$ cat config.mk
export PLATFORM = sky130hd
export DESIGN_NAME = rom_load_sequencer
export DESIGN_NICKNAME = d
export VERILOG_FILES = /design/src/rtl/rom_load_sequencer.sv
export SDC_FILE = /design/constraint.sdc
export NUM_CORES = 1
export LEC_CHECK = 0
export ABC_AREA = 1
export CORE_ASPECT_RATIO = 1.1
export CORE_MARGIN = 1.5
export CORE_UTILIZATION = 25
export DETAILED_ROUTE_END_ITERATION = 6
export SLEW_MARGIN = 20
export SYNTH_ARGS = -nofsm -noshare
export SYNTH_HDL_FRONTEND = slang
export SYNTH_SLANG_ARGS = --single-unit
$ cat constraint.sdc
create_clock -name MCLK -period 1.88 [get_ports MCLK]
set_input_delay 0.376 -clock MCLK [delete_from_list [all_inputs] [get_ports MCLK]]
set_output_delay 0.376 -clock MCLK [all_outputs]
set_load 0.02 [all_outputs]
$ cat src/rtl/rom_load_sequencer.sv
// Purpose: route HPS download bytes to one of four ROM regions, gate core reset, validate the load.
// Latency: a byte accepted at cycle n is presented on WR_* at n+1; DONE rises SETTLE_CYC cycles after drain.
// Backpressure: one-entry buffer held while TGT_RDY=0; a strobe into a full buffer is dropped (OVF, ERR).
// Build option: define ROMLOAD_CKSUM_EN to build the additive download checksum on CKSUM.
module rom_load_sequencer #(
    parameter logic [24:0] B1         = 25'h04000,
    parameter logic [24:0] B2         = 25'h06000,
    parameter logic [24:0] B3         = 25'h07000,
    parameter logic [24:0] TOTAL      = 25'h0A000,
    parameter int          SETTLE_CYC = 64
) (
    input  logic        MCLK,
    input  logic        RST_N,
    input  logic        DLOAD,
    input  logic        ROMEN,
    input  logic [24:0] ROMAD,
    input  logic [7:0]  ROMDT,
    input  logic        TGT_RDY,
    output logic [3:0]  WR_SEL,
    output logic [15:0] WR_AD,
    output logic [7:0]  WR_DT,
    output logic        WR_EN,
    output logic        CORE_RST,
    output logic        DONE,
    output logic        ERR,
    output logic        OVF,
    output logic [15:0] CKSUM
);

    localparam int SW = (SETTLE_CYC > 1) ? $clog2(SETTLE_CYC) : 1;

    typedef enum logic [2:0] {
        S_IDLE,
        S_LOAD,
        S_DRAIN,
        S_SETTLE,
        S_RUN
    } state_t;

    state_t        state_q, state_d;
    logic          wr_en_q, wr_en_d;
    logic [3:0]    wr_sel_q, wr_sel_d;
    logic [15:0]   wr_ad_q, wr_ad_d;
    logic [7:0]    wr_dt_q, wr_dt_d;
    logic          err_q, err_d;
    logic          ovf_q, ovf_d;
    logic [24:0]   byte_cnt_q, byte_cnt_d;
    logic [SW-1:0] settle_cnt_q, settle_cnt_d;

    logic          xfer;
    logic          in_range;
    logic          accept;
    logic          load_entry;
    logic [3:0]    dec_sel;
    logic [24:0]   dec_base;
    logic [24:0]   addr_off;

    assign xfer     = wr_en_q & TGT_RDY;
    assign in_range = (ROMAD < TOTAL);
    // A byte fits if the buffer is empty or is being emptied in this same cycle.
    assign accept   = (state_q == S_LOAD) & ROMEN & in_range & (~wr_en_q | TGT_RDY);

    // Region decode: select line and base address for the incoming byte.
    always_comb begin
        dec_sel  = 4'b1000;
        dec_base = B3;
        if (ROMAD < B1) begin
            dec_sel  = 4'b0001;
            dec_base = 25'h0;
        end else if (ROMAD < B2) begin
            dec_sel  = 4'b0010;
            dec_base = B1;
        end else if (ROMAD < B3) begin
            dec_sel  = 4'b0100;
            dec_base = B2;
        end
    end

    assign addr_off = ROMAD - dec_base;

    // Next-state logic: load phases, buffer, counters and sticky flags.
    always_comb begin
        state_d      = state_q;
        wr_en_d      = wr_en_q;
        wr_sel_d     = wr_sel_q;
        wr_ad_d      = wr_ad_q;
        wr_dt_d      = wr_dt_q;
        err_d        = err_q;
        ovf_d        = ovf_q;
        byte_cnt_d   = byte_cnt_q;
        settle_cnt_d = '0;

        case (state_q)
            S_IDLE: begin
                if (DLOAD) state_d = S_LOAD;
            end
            S_LOAD: begin
                if (!DLOAD) state_d = S_DRAIN;
            end
            S_DRAIN: begin
                if (DLOAD) begin
                    state_d = S_LOAD;
                end else if (!wr_en_q) begin
                    if ((byte_cnt_q == TOTAL) && !err_q) begin
                        state_d = S_SETTLE;
                    end else begin
                        state_d = S_IDLE;
                        err_d   = 1'b1;
                    end
                end
            end
            S_SETTLE: begin
                if (DLOAD) begin
                    state_d = S_LOAD;
                end else if (settle_cnt_q == SW'(SETTLE_CYC - 1)) begin
                    state_d = S_RUN;
                end else begin
                    settle_cnt_d = settle_cnt_q + 1'b1;
                end
            end
            S_RUN: begin
                if (DLOAD) state_d = S_LOAD;
            end
            default: state_d = S_IDLE;
        endcase

        // Completed transfer empties the buffer unless refilled below.
        if (xfer) wr_en_d = 1'b0;

        if (accept) begin
            wr_en_d    = 1'b1;
            wr_sel_d   = dec_sel;
            wr_ad_d    = addr_off[15:0];
            wr_dt_d    = ROMDT;
            byte_cnt_d = byte_cnt_q + 1'b1;
        end else if ((state_q == S_LOAD) && ROMEN) begin
            // Dropped byte: out of range, or buffer still full.
            err_d = 1'b1;
            if (in_range) ovf_d = 1'b1;
        end

        // A fresh load discards any pending write and all load status.
        load_entry = (state_d == S_LOAD) && (state_q != S_LOAD);
        if (load_entry) begin
            wr_en_d    = 1'b0;
            wr_sel_d   = '0;
            wr_ad_d    = '0;
            wr_dt_d    = '0;
            err_d      = 1'b0;
            ovf_d      = 1'b0;
            byte_cnt_d = '0;
        end
    end

    // State and datapath registers.
    always_ff @(posedge MCLK or negedge RST_N) begin
        if (!RST_N) begin
            state_q      <= S_IDLE;
            wr_en_q      <= 1'b0;
            wr_sel_q     <= '0;
            wr_ad_q      <= '0;
            wr_dt_q      <= '0;
            err_q        <= 1'b0;
            ovf_q        <= 1'b0;
            byte_cnt_q   <= '0;
            settle_cnt_q <= '0;
        end else begin
            state_q      <= state_d;
            wr_en_q      <= wr_en_d;
            wr_sel_q     <= wr_sel_d;
            wr_ad_q      <= wr_ad_d;
            wr_dt_q      <= wr_dt_d;
            err_q        <= err_d;
            ovf_q        <= ovf_d;
            byte_cnt_q   <= byte_cnt_d;
            settle_cnt_q <= settle_cnt_d;
        end
    end

`ifdef ROMLOAD_CKSUM_EN
    logic [15:0] cksum_q, cksum_d;

    // Running sum of accepted bytes, restarted at each load.
    always_comb begin
        cksum_d = cksum_q;
        if (accept) cksum_d = cksum_q + {8'h00, ROMDT};
        if (load_entry) cksum_d = '0;
    end

    // Checksum register.
    always_ff @(posedge MCLK or negedge RST_N) begin
        if (!RST_N) cksum_q <= '0;
        else        cksum_q <= cksum_d;
    end

    assign CKSUM = cksum_q;
`else
    assign CKSUM = '0;
`endif

    assign WR_EN    = wr_en_q;
    assign WR_SEL   = wr_sel_q;
    assign WR_AD    = wr_ad_q;
    assign WR_DT    = wr_dt_q;
    assign ERR      = err_q;
    assign OVF      = ovf_q;
    assign CORE_RST = (state_q != S_RUN);
    assign DONE     = (state_q == S_RUN);

endmodule
==> results.md, run 1 <==
- Worst path most repeated cell: nand2_1
- H-tree depth: 3
- List of most frequent post-synthesis cells: 140 x nand2_1, 75 x inv_1, 65 x dfrtp_1
- Setup WS pre-CTS: -571.8 ps
- Port Buffer Count: 70
- Total wire length: 9.825 mm
- Yosys Warn Count: 0
- Worst-path cell chain: inv_2 -> nand2_1 -> nor2_1 -> nand2_1 -> nor2_1 -> nand2_1 -> nand2_2 -> nand3_2 -> nand2_2 -> nand3_4 -> clkbuf_16 -> nand3_1 -> nand2_1
- Area fraction in compound gates after synthesis: 2.716%
- Initial antenna violation count: 0
- Status: completed
- Synth area leader: dfrtp_1
- CP Max Fanout: 8
- Fin area: 5756 sq um
- CTS Hold Bufs: 0
- Required time of the critical path: 2100 ps
- Final Skew: 5.847 ps
- Max-cap violations: 0
- Vias in the first global route: 3,350
- Worst Setup Slack, final: 41.69 ps
- Adder-cell share of the synthesized area: 2.457%
- Ys async rst share: 100.0%
- Starting DRC count in detailed routing: 147
- # diodes: 0
- TritonCTS Buffers: 9
- First-pass GRT wire length: 15.70 mm
- Reg clk slew, reported paths: 50 ps
- Vias/cell: 4.213
- Die width: 121.6 um
- Hold Path Class: in -> async
- Crit path buf inv count: 2
- Post-synth top flop: dfrtp_1
- Most numerous cell in the Yosys netlist: nand2_1
- Seq/Total Area, Yosys: 42.03%
- GP Congestion: 0.7968
- Worst setup SP type: register
- Worst reg2reg path startpoint: byte_cnt_q[23]
- Drt pass-1 iters: 4
- Data arrival, critical path: 2060 ps
- Top cell type's share of synthesized area: 42.03%
- Worst VDD drop: 0.0004361 V
- LEAKAGE: 0.002963 uW
- Hold_ws: 66.26 ps
- CP Launch Point: byte_cnt_q[23]
- Initial Utilization: 25.61%
- Overall Global Routing Usage: 12.06%
- # rows: 47
- CP Capture Type: register
- Top cells by area, synth: dfrtp_1 42%, nand2_1 14%, inv_1 7.3%
- Chip height: 133.5 um
- Post-Synthesis Cell Area: 3870 sq um
- Setup violators final: 0
- Final period utilization: 97.78%
- Hpwl dp: 6.452 mm
- Root Driver: clkbuf_16
- Clock sink count: 65
- RSZ-0062 raised after global routing: yes
- I/O Pins: 87
- Nets@finish: 682
- Peak Freq: 0.5440 GHz
- Final Hold Viols: 0
- Post-synthesis mux area share: 0%
- Synth Area in XOR/XNOR: 1.811%
- Crit path time final: 1838 ps
- Largest family of logic cells by synthesized area: simple AND/OR/NAND/NOR gates
- Largest net degree at the start of global routing: 66
- Syn Inst Count: 506
- GR Overflow Total: 0
- Slowest CP cell: dfrtp_1
- Slew Viols, Final: 0
- Fin Setup TNS: 0 ps
- Simple-gate share of the synthesized area: 37.18%
- WL/cell: 11.74 um
- Placed instance area: 4999 sq um
- PwrDens: 783.7 nW/um^2
- Syn_area_per_cell: 7.648 sq um
- Clk buf depth: 2
- Layout Area Growth over Synthesis: 48.72%
- Crit-path max cell delay: 390 ps
- Synthesized flop and latch total: 65
- Cell variety after synth: 37
- CTS tree: built
- Core area: 15,110 sq um
- WS Path Type: reg -> reg
- DRC: 0
- Post-synth EDFFs: 0
- CP delay by family, top: simple AND/OR/NAND/NOR gates
- Post-route antenna net violation count: 0
- Layout cell share with drive strength beyond 1: 26.05%
- Clock latency on the worst-skew pair: 330 ps
- Vias: 3,526
- Die ar.: 16,240 sq um
==> power breakdown <==
| group | switching [uW] | internal (uW) |
|---|---|---|
| Clock | 602 | 1090 |
| Sequential | 43.4 | 1440 |
| Combinational | 719 | 623 |
==> sequential cells by signal (all words and copies together) (netlist names) <==
name          cells
byte_cnt_q       25
WR_EN             1
WR_DT             8
ERR               1
WR_SEL            4
settle_cnt_q      6
WR_AD            16
state_q           3
OVF               1
==> layout make-up <==
| type | count | area (sq um) |
|---|---|---|
| repair buffers | 134 | 1326 |
| well taps | 196 | 245.2 |
| inverters | 81 | 304.0 |
| flip-flops and latches | 65 | 1629 |
| clock buffers | 12 | 256.5 |
| multi-input cells | 346 | 1954 |
| fillers | 1549 | 9358 |
| clock inverters | 3 | 40.04 |
==> metrics by stage <==
stage          power (uW)  util, %  std cells
5_1_grt              4701    38.08        837
3_3_place_gp         2373    33.07        799
2_1_floorplan        2163        -        521
4_1_cts              4095    35.44        818
6_report             4511    38.08        837
3_5_place_dp         2373    33.07        799
==> routing by layer <==
metal / global-route usage [%] / up-vias / routed length [um]
li1: - / 1808 / -
met1: 14.56 / 1622 / 4256
met2: 20.24 / 84 / 4845
met3: 3.767 / 12 / 592
met4: 4.118 / 0 / 129
met5: 0 / - / 0
==> logic make-up (layout without fill, tap and decap cells) <==
| logic type | after synthesis | after routing |
|---|---|---|
| buffers and inverters | 110 | 230 |
| and+or+nand+nor | 296 | 296 |
| adders and majority gates | 7 | 7 |
| DFF | 65 | 65 |
| xor gates and xnor gates | 8 | 8 |
| AOI/OAI and AO/OA | 19 | 19 |
| other | 1 | 16 |
==> final timing paths <==
check | to | slack (ps) | cells after the start
max | WR_DT[1] | 40 | 13
min | settle_cnt_q[5] | 70 | 2
max reg2reg | WR_DT[1] | 40 | 13
min reg2reg | WR_DT[3] | 500 | 2
max in group asynchronous | state_q[0] | 1510 | 2
min in group MCLK | WR_DT[3] | 500 | 2
==> cell usage in the layout, fill, tap and decap left out, drive strengths merged <==
cell and n:
dlymetal6s2s 7, nand3 72, xnor2 1, a31o 1, nand4 10, clkdlybuf4s50 57, nor3 10, nand3b 3
nor3b 3, nor2 50, bufinv 1, buf 61, clkinv 3, fa 1, clkbuf 16, inv 80
conb 16, ha 6, xor2 7, a21oi 7, nand2 141, dfrtp 65, dlygate4sd2 5, nor4 2
a21boi 1, o21ai 10, or2 5
==> timing repair <==
item                       in CTS  in global routing
setup endpoints to repair       8                 56
pin swaps                       9                 25
gates resized for setup        15                 55
gates cloned                    0                  6
setup buffers                   4                 13
Power figures use the tool's default switching activity.
==> run 2, diff against run 1 <==
--- a/config.mk
+++ b/config.mk
@@ -10,6 +10,7 @@
 export CORE_MARGIN = 1.5
 export CORE_UTILIZATION = 25
 export DETAILED_ROUTE_END_ITERATION = 6
+export PLACE_DENSITY = 0.53
 export SLEW_MARGIN = 20
 export SYNTH_ARGS = -nofsm -noshare
 export SYNTH_HDL_FRONTEND = slang
==> run 2 against run 1 <==
Effect of this change:
- wire length is 3.1% higher
- first-iteration DRC count rose by 0.68%
- final cell count rose by 0.96%
- design area rose by 2.1%
- via count rose by 2.3%
- power rose by 3.2%
- worst setup slack better by 16 ps
- register-to-register slack better by 20 ps
- count of clock-buffer cells in the layout rose by 1
- critical endpoint is now WR_SEL[1]
- sequential cell count unchanged
- sequential power barely moved
- non-clock buffer count rose by 7
==> results.md, run 2 (synthesized netlist as in run 1, its figures left out) <==
- Fin Setup TNS: 0 ps (unchanged)
- Layout Area Growth over Synthesis: 51.86%
- CP Capture Type: register
- Clock latency on the worst-skew pair: 330 ps (about the same)
- Biggest register: byte_cnt_q
- LEAKAGE: 0.003035 uW (+2.4%)
- Slowest CP cell: dfrtp_1
- Status: completed
- Number of flip-flops in the largest register: 25 (unchanged)
- Largest net degree at the start of global routing: 43 (-35%)
- DRC: 0 (unchanged)
- Worst VDD drop: 0.0004885 V (+12%)
- Max-cap violations: 0 (unchanged)
- # rows: 47 (unchanged)
- Required time of the critical path: 2100 ps (about the same)
- Vias in the first global route: 3,512 (+4.8%)
- Peak Freq: 0.5489 GHz (+0.90%)
- Final Hold Viols: 0 (unchanged)
- Worst path most repeated cell: nand2_1
- Vias: 3,608 (+2.3%)
- Core area: 15,110 sq um (unchanged)
- Slew Viols, Final: 0 (unchanged)
- Layout cell share with drive strength beyond 1: 27.27% (+1.2 points)
- Clock sink count: 65 (unchanged)
- Worst setup SP type: register
- Final period utilization: 96.91% (-0.87 points)
- Vias/cell: 4.270 (+1.4%)
- Post-route antenna net violation count: 0 (unchanged)
- Total wire length: 10.13 mm (+3.1%)
- Drt pass-1 iters: 4 (unchanged)
- Die width: 121.6 um (unchanged)
- TritonCTS Buffers: 9 (unchanged)
- Hold_ws: 483.1 ps (+416.8 ps)
- Final Skew: 2.567 ps (-3.281 ps)
- CTS tree: built
- Root Driver: clkbuf_16
- Port Buffer Count: 70 (unchanged)
- Commonest non-fill, non-tap cell in the layout: nand2_1
- H-tree depth: 3 (unchanged)
- Crit-path max cell delay: 400 ps (about the same)
- Initial antenna violation count: 0 (unchanged)
- Starting DRC count in detailed routing: 148 (+0.68%)
- Most frequent cells in the layout: 129 x nand2_1, 64 x dfrtp_1, 61 x inv_1
- Overall Global Routing Usage: 12.88% (+0.82 points)
- First-pass GRT wire length: 16.54 mm (+5.3%)
- Worst-path cell chain: inv_2 -> buf_4 -> nand2_1 -> nor2_2 -> nand2_1 -> nand2_1 -> a21oi_2 -> nand2_2 -> nand3_4 -> buf_6 -> clkbuf_16 -> nand3_2 -> nand2_1
- Hpwl dp: 7.094 mm (+10%)
- Fin area: 5877 sq um (+2.1%)
- Crit path time final: 1822 ps (-16.44 ps)
- PwrDens: 792.4 nW/um^2 (+1.1%)
- # diodes: 0 (unchanged)
- Chip height: 133.5 um (unchanged)
- Clk buf depth: 2 (unchanged)
- CP Max Fanout: 6 (-2)
- Setup violators final: 0 (unchanged)
- Reg clk slew, reported paths: 50 ps (about the same)
- GR Overflow Total: 0 (unchanged)
- Nets@finish: 689 (+1.0%)
- Data arrival, critical path: 2050 ps (about the same)
- Initial Utilization: 25.61% (unchanged)
- Die ar.: 16,240 sq um (unchanged)
- Hold Path Class: in -> reg
- GP Congestion: 0.8023 (+0.69%)
- WS Path Type: reg -> reg
- WL/cell: 11.99 um (+2.1%)
- I/O Pins: 87 (unchanged)
- RSZ-0062 raised after global routing: yes
- Placed instance area: 5084 sq um (+1.7%)
run 2: repair_timing:
| action | in CTS | in global routing |
|---|---|---|
| setup endpoints to repair | 37 | 58 |
| hold endpoints to repair | 13 | 0 |
| resized for setup | 19 | 82 |
| buffers inserted | 2 | 13 |
| hold buffers | 1 | 0 |
| cloned | 0 | 1 |
| pin swaps | 5 | 33 |
run 2: final timing paths:
check                                 to        from  cells after the start  slack (ps)
hold reg to reg                WR_AD[15]   WR_AD[15]                      2         500
max in group asynchronous  byte_cnt_q[2]       RST_N                      3         820
setup reg to reg               WR_SEL[1]  state_q[2]                     13          60
hold / removal                 WR_SEL[1]   ROMAD[14]                      4         480
setup / recovery               WR_SEL[1]  state_q[2]                     13          60
min in group asynchronous     state_q[2]       RST_N                      2         500
run 2: power breakdown:
| part | internal, uW | switching, uW | total (uW) |
|---|---|---|---|
| Clock | 1160 | 607 | 1770 |
| Combinational | 688 | 719 | 1410 |
| Sequential | 1440 | 45.1 | 1480 |
| Total | 3290 | 1370 | 4660 |
run 2: final cells by class:
type                            instances  area [sq um]
Clock buffer                           13         240.2
Clock inverter                          3         65.06
Fill cell                            1547          9236
Inverter                               81         304.0
Multi-Input combinational cell        346          1999
Sequential cell                        65          1628
Tap cell                              196         245.2
Timing Repair Buffer                  141          1395
run 2: through the flow:
step / std cells / utilization (%) / setup slack (ps) / power [uW]
floorplan: 521 / - / 11.04 / 2163
global placement: 812 / 33.64 / -467.5 / 2386
detailed placement: 812 / 33.64 / -554.0 / 2397
CTS: 831 / 36.20 / -7.374 / 4243
global route: 845 / 38.89 / -93.91 / 4879
finish: 845 / 38.89 / 58.13 / 4657
run 2: per-layer routing:
metal | global-route usage [%] | share of wire (%)
met5 | 0 | 0
met4 | 4.052 | 1.0
met3 | 4.623 | 5.5
met2 | 21.47 | 51
met1 | 15.44 | 42
run 2: critical path, delay by kind of cell, from the launching register on:
family | cells | cell delay (ps)
AND/OR/NAND/NOR | 8 | 750
buffers and inverters | 4 | 520
flip-flops | 1 | 400
AO/OA/AOI/OAI | 1 | 40
==> run 3, diff against run 2 <==
--- a/config.mk
+++ b/config.mk
@@ -6,11 +6,12 @@
 export NUM_CORES = 1
 export LEC_CHECK = 0
 export ABC_AREA = 1
+export CAP_MARGIN = 20
 export CORE_ASPECT_RATIO = 1.1
-export CORE_MARGIN = 1.5
-export CORE_UTILIZATION = 25
+export CORE_MARGIN = 4
+export CORE_UTILIZATION = 51
 export DETAILED_ROUTE_END_ITERATION = 6
-export PLACE_DENSITY = 0.53
+export PLACE_DENSITY = 0.89
 export SLEW_MARGIN = 20
 export SYNTH_ARGS = -nofsm -noshare
 export SYNTH_HDL_FRONTEND = slang
==> run 3 against run 2 <==
Effect of this change:
- the flow now finishes with violations (negative setup slack)
- largest cell class unchanged
- non-clock buffer count shrank 8
- global-route usage rose by 11 points
- die area shrank 44%
- design area is 4.1% lower
- combinational power about the same
- critical endpoint is now WR_AD[7]
- critical path depth did not move
- highest routed layer unchanged
- via count increased by 17%
- worst setup slack worse by 330 ps
- first-iteration DRC count rose to 2.8 times the previous value
==> results.md, run 3 (synthesized netlist as in run 1, its figures left out) <==
- Crit path time final: 2148 ps (+325.9 ps)
- Worst Setup Slack, final: -267.7 ps (-325.9 ps)
- Largest net degree at the start of global routing: 66 (+53%)
- Reg clk slew, reported paths: 90 ps (+40 ps)
- Slowest CP cell: dfrtp_1
- Vias/cell: 5.795 (+36%)
- CP Capture Type: register
- Clock latency on the worst-skew pair: 360 ps (+30 ps)
- Total wire length: 13.70 mm (+35%)
- # rows: 33 (-30%)
- Max-cap violations: 0 (unchanged)
- Post-layout power: 4127 uW (-11%)
- Worst path most repeated cell: nand2_1
- Number of flip-flops in the largest register: 25 (unchanged)
- Chip height: 99.36 um (-26%)
- Final Hold Viols: 0 (unchanged)
- Clock sink count: 65 (unchanged)
- Die width: 91.06 um (-25%)
- Setup violators final: 56 (+56)
- Overall Global Routing Usage: 24.11% (+11 points)
- Vias in the first global route: 3,876 (+10%)
- Final Skew: 13.81 ps (+11.24 ps)
- PwrDens: 732.0 nW/um^2 (-7.6%)
- Worst setup SP type: register
- Vias: 4,219 (+17%)
- RSZ-0062 raised after global routing: yes
- DRC: 0 (unchanged)
- Fillers: 419 (-73%)
- Root Driver: clkbuf_8
- First-pass GRT wire length: 17.64 mm (+6.7%)
- I/O Pins: 87 (unchanged)
- Nets@finish: 681 (-1.2%)
- Port Buffer Count: 70 (unchanged)
- Post-route antenna net violation count: 0 (unchanged)
- Die ar.: 9047 sq um (-44%)
- Status: finished, violations left
- Worst VDD drop: 0.0004861 V (-0.49%)
- Crit path buf inv count: 2 (-2)
- Register area: 1629 sq um (about the same)
- Layout cell share with drive strength beyond 1: 30.89% (+3.6 points)
- Worst-path cell chain: inv_2 -> nand2_1 -> nor2_1 -> nand2_1 -> nor2_1 -> nand2_1 -> nand2_2 -> nand3_2 -> nand2_2 -> nand3_4 -> clkbuf_16 -> nand3_2 -> nand2_1
- Violated checks: negative setup slack
- Biggest register: byte_cnt_q
- Hold_ws: 26.59 ps (-456.5 ps)
- Core area: 7432 sq um (-51%)
- Data arrival, critical path: 2380 ps (+330 ps)
- CP delay by family, top: simple AND/OR/NAND/NOR gates
- Clk buf depth: 2 (unchanged)
- Hold Path Class: in -> async
- Footprint of the multi-input gates: 2085 sq um (+4.3%)
- GR Overflow Total: 0 (unchanged)
- Path length in cells of the critical path: 13 (unchanged)
- # diodes: 0 (unchanged)
- Final period utilization: 114.2% (+17 points)
- Crit-path max cell delay: 430 ps (+30 ps)
- LEAKAGE: 0.002945 uW (-3.0%)
- Starting DRC count in detailed routing: 408 (+180%)
- Worst-case reg-to-reg path depth: 13 (unchanged)
- WL/cell: 18.82 um (+57%)
- H-tree depth: 3 (unchanged)
- Hpwl dp: 7.230 mm (+1.9%)
- CTS Hold Bufs: 0 (-1)
- Slew Viols, Final: 0 (unchanged)
- WS Path Type: reg -> reg
- Peak Freq: 0.4656 GHz (-15%)
- Initial antenna violation count: 0 (unchanged)
- CP Max Fanout: 10 (+4)
- Layout Area Growth over Synthesis: 45.68%
- Most frequent cells in the layout: 129 x nand2_1, 63 x dfrtp_1, 59 x inv_1
- Initial Utilization: 52.07% (+26 points)
- Required time of the critical path: 2110 ps (about the same)
- CTS tree: built
- Drt pass-1 iters: 7 (+3)
- TritonCTS Buffers: 9 (unchanged)
- GP Congestion: 0.9772 (+22%)
- Commonest non-fill, non-tap cell in the layout: nand2_1
run 3: metrics by stage:
step / cells / setup slack [ps] / TNS [ps] / area, sq um / utilization (%)
after floorplan: 521 / 11.04 / 0 / 3926 / -
after global routing: 728 / -372.8 / -18310 / 5638 / 75.86
after global placement: 687 / -453.3 / -12320 / 4827 / 64.95
final: 728 / -267.7 / -12270 / 5638 / 75.86
after CTS: 707 / -33.08 / -37.51 / 5154 / 69.34
after detailed placement: 687 / -692.0 / -19310 / 4827 / 64.95
run 3: worst register-to-register path, stage by stage (launching register included):
cell,delay (ps)
dfrtp_1,430
inv_2,110
nand2_1,70
nor2_1,140
nand2_1,100
nor2_1,100
nand2_1,120
nand2_2,120
nand3_2,90
nand2_2,140
nand3_4,220
clkbuf_16,260
nand3_2,60
nand2_1,80
run 3: final timing paths:
check	start	slack, ps	endpoint
max in group asynchronous	RST_N	1540	state_q[0]
min in group MCLK	WR_DT[7]	510	WR_DT[7]
max reg2reg	byte_cnt_q[11]	-270	WR_AD[7]
min	RST_N	30	WR_AD[7]
min reg2reg	WR_DT[7]	510	WR_DT[7]
max	byte_cnt_q[11]	-270	WR_AD[7]
run 3: what timing repair did:
item / 4_1_cts / 5_1_grt
resized for setup: 25 / 91
pin swaps: 7 / 31
cloned: 1 / 2
endpoints found under the setup margin: 25 / 58
endpoints found under the hold margin: 0 / 0
buffers inserted: 3 / 19
run 3: where the power goes:
| part | internal [uW] | total [uW] | switching (uW) |
|---|---|---|---|
| clock network | 639 | 1230 | 587 |
| logic | 609 | 1420 | 808 |
| registers | 1430 | 1480 | 49.7 |
run 3: area by class of cell:
type,instances,share of cell area (%)
Clock buffer,10,2.441
Sequential cell,65,28.89
Inverter,81,5.393
Clock inverter,6,1.021
Tap cell,87,1.931
Timing Repair Buffer,133,23.35
Multi-Input combinational cell,346,36.97
run 3: metal layers:
layer	wire (um)	track usage, %	up-vias
li1	-	-	1813
met1	4358	25.48	1981
met2	6945	43.94	309
met3	1323	7.489	116
met4	1076	10.79	0
met5	0	0	-
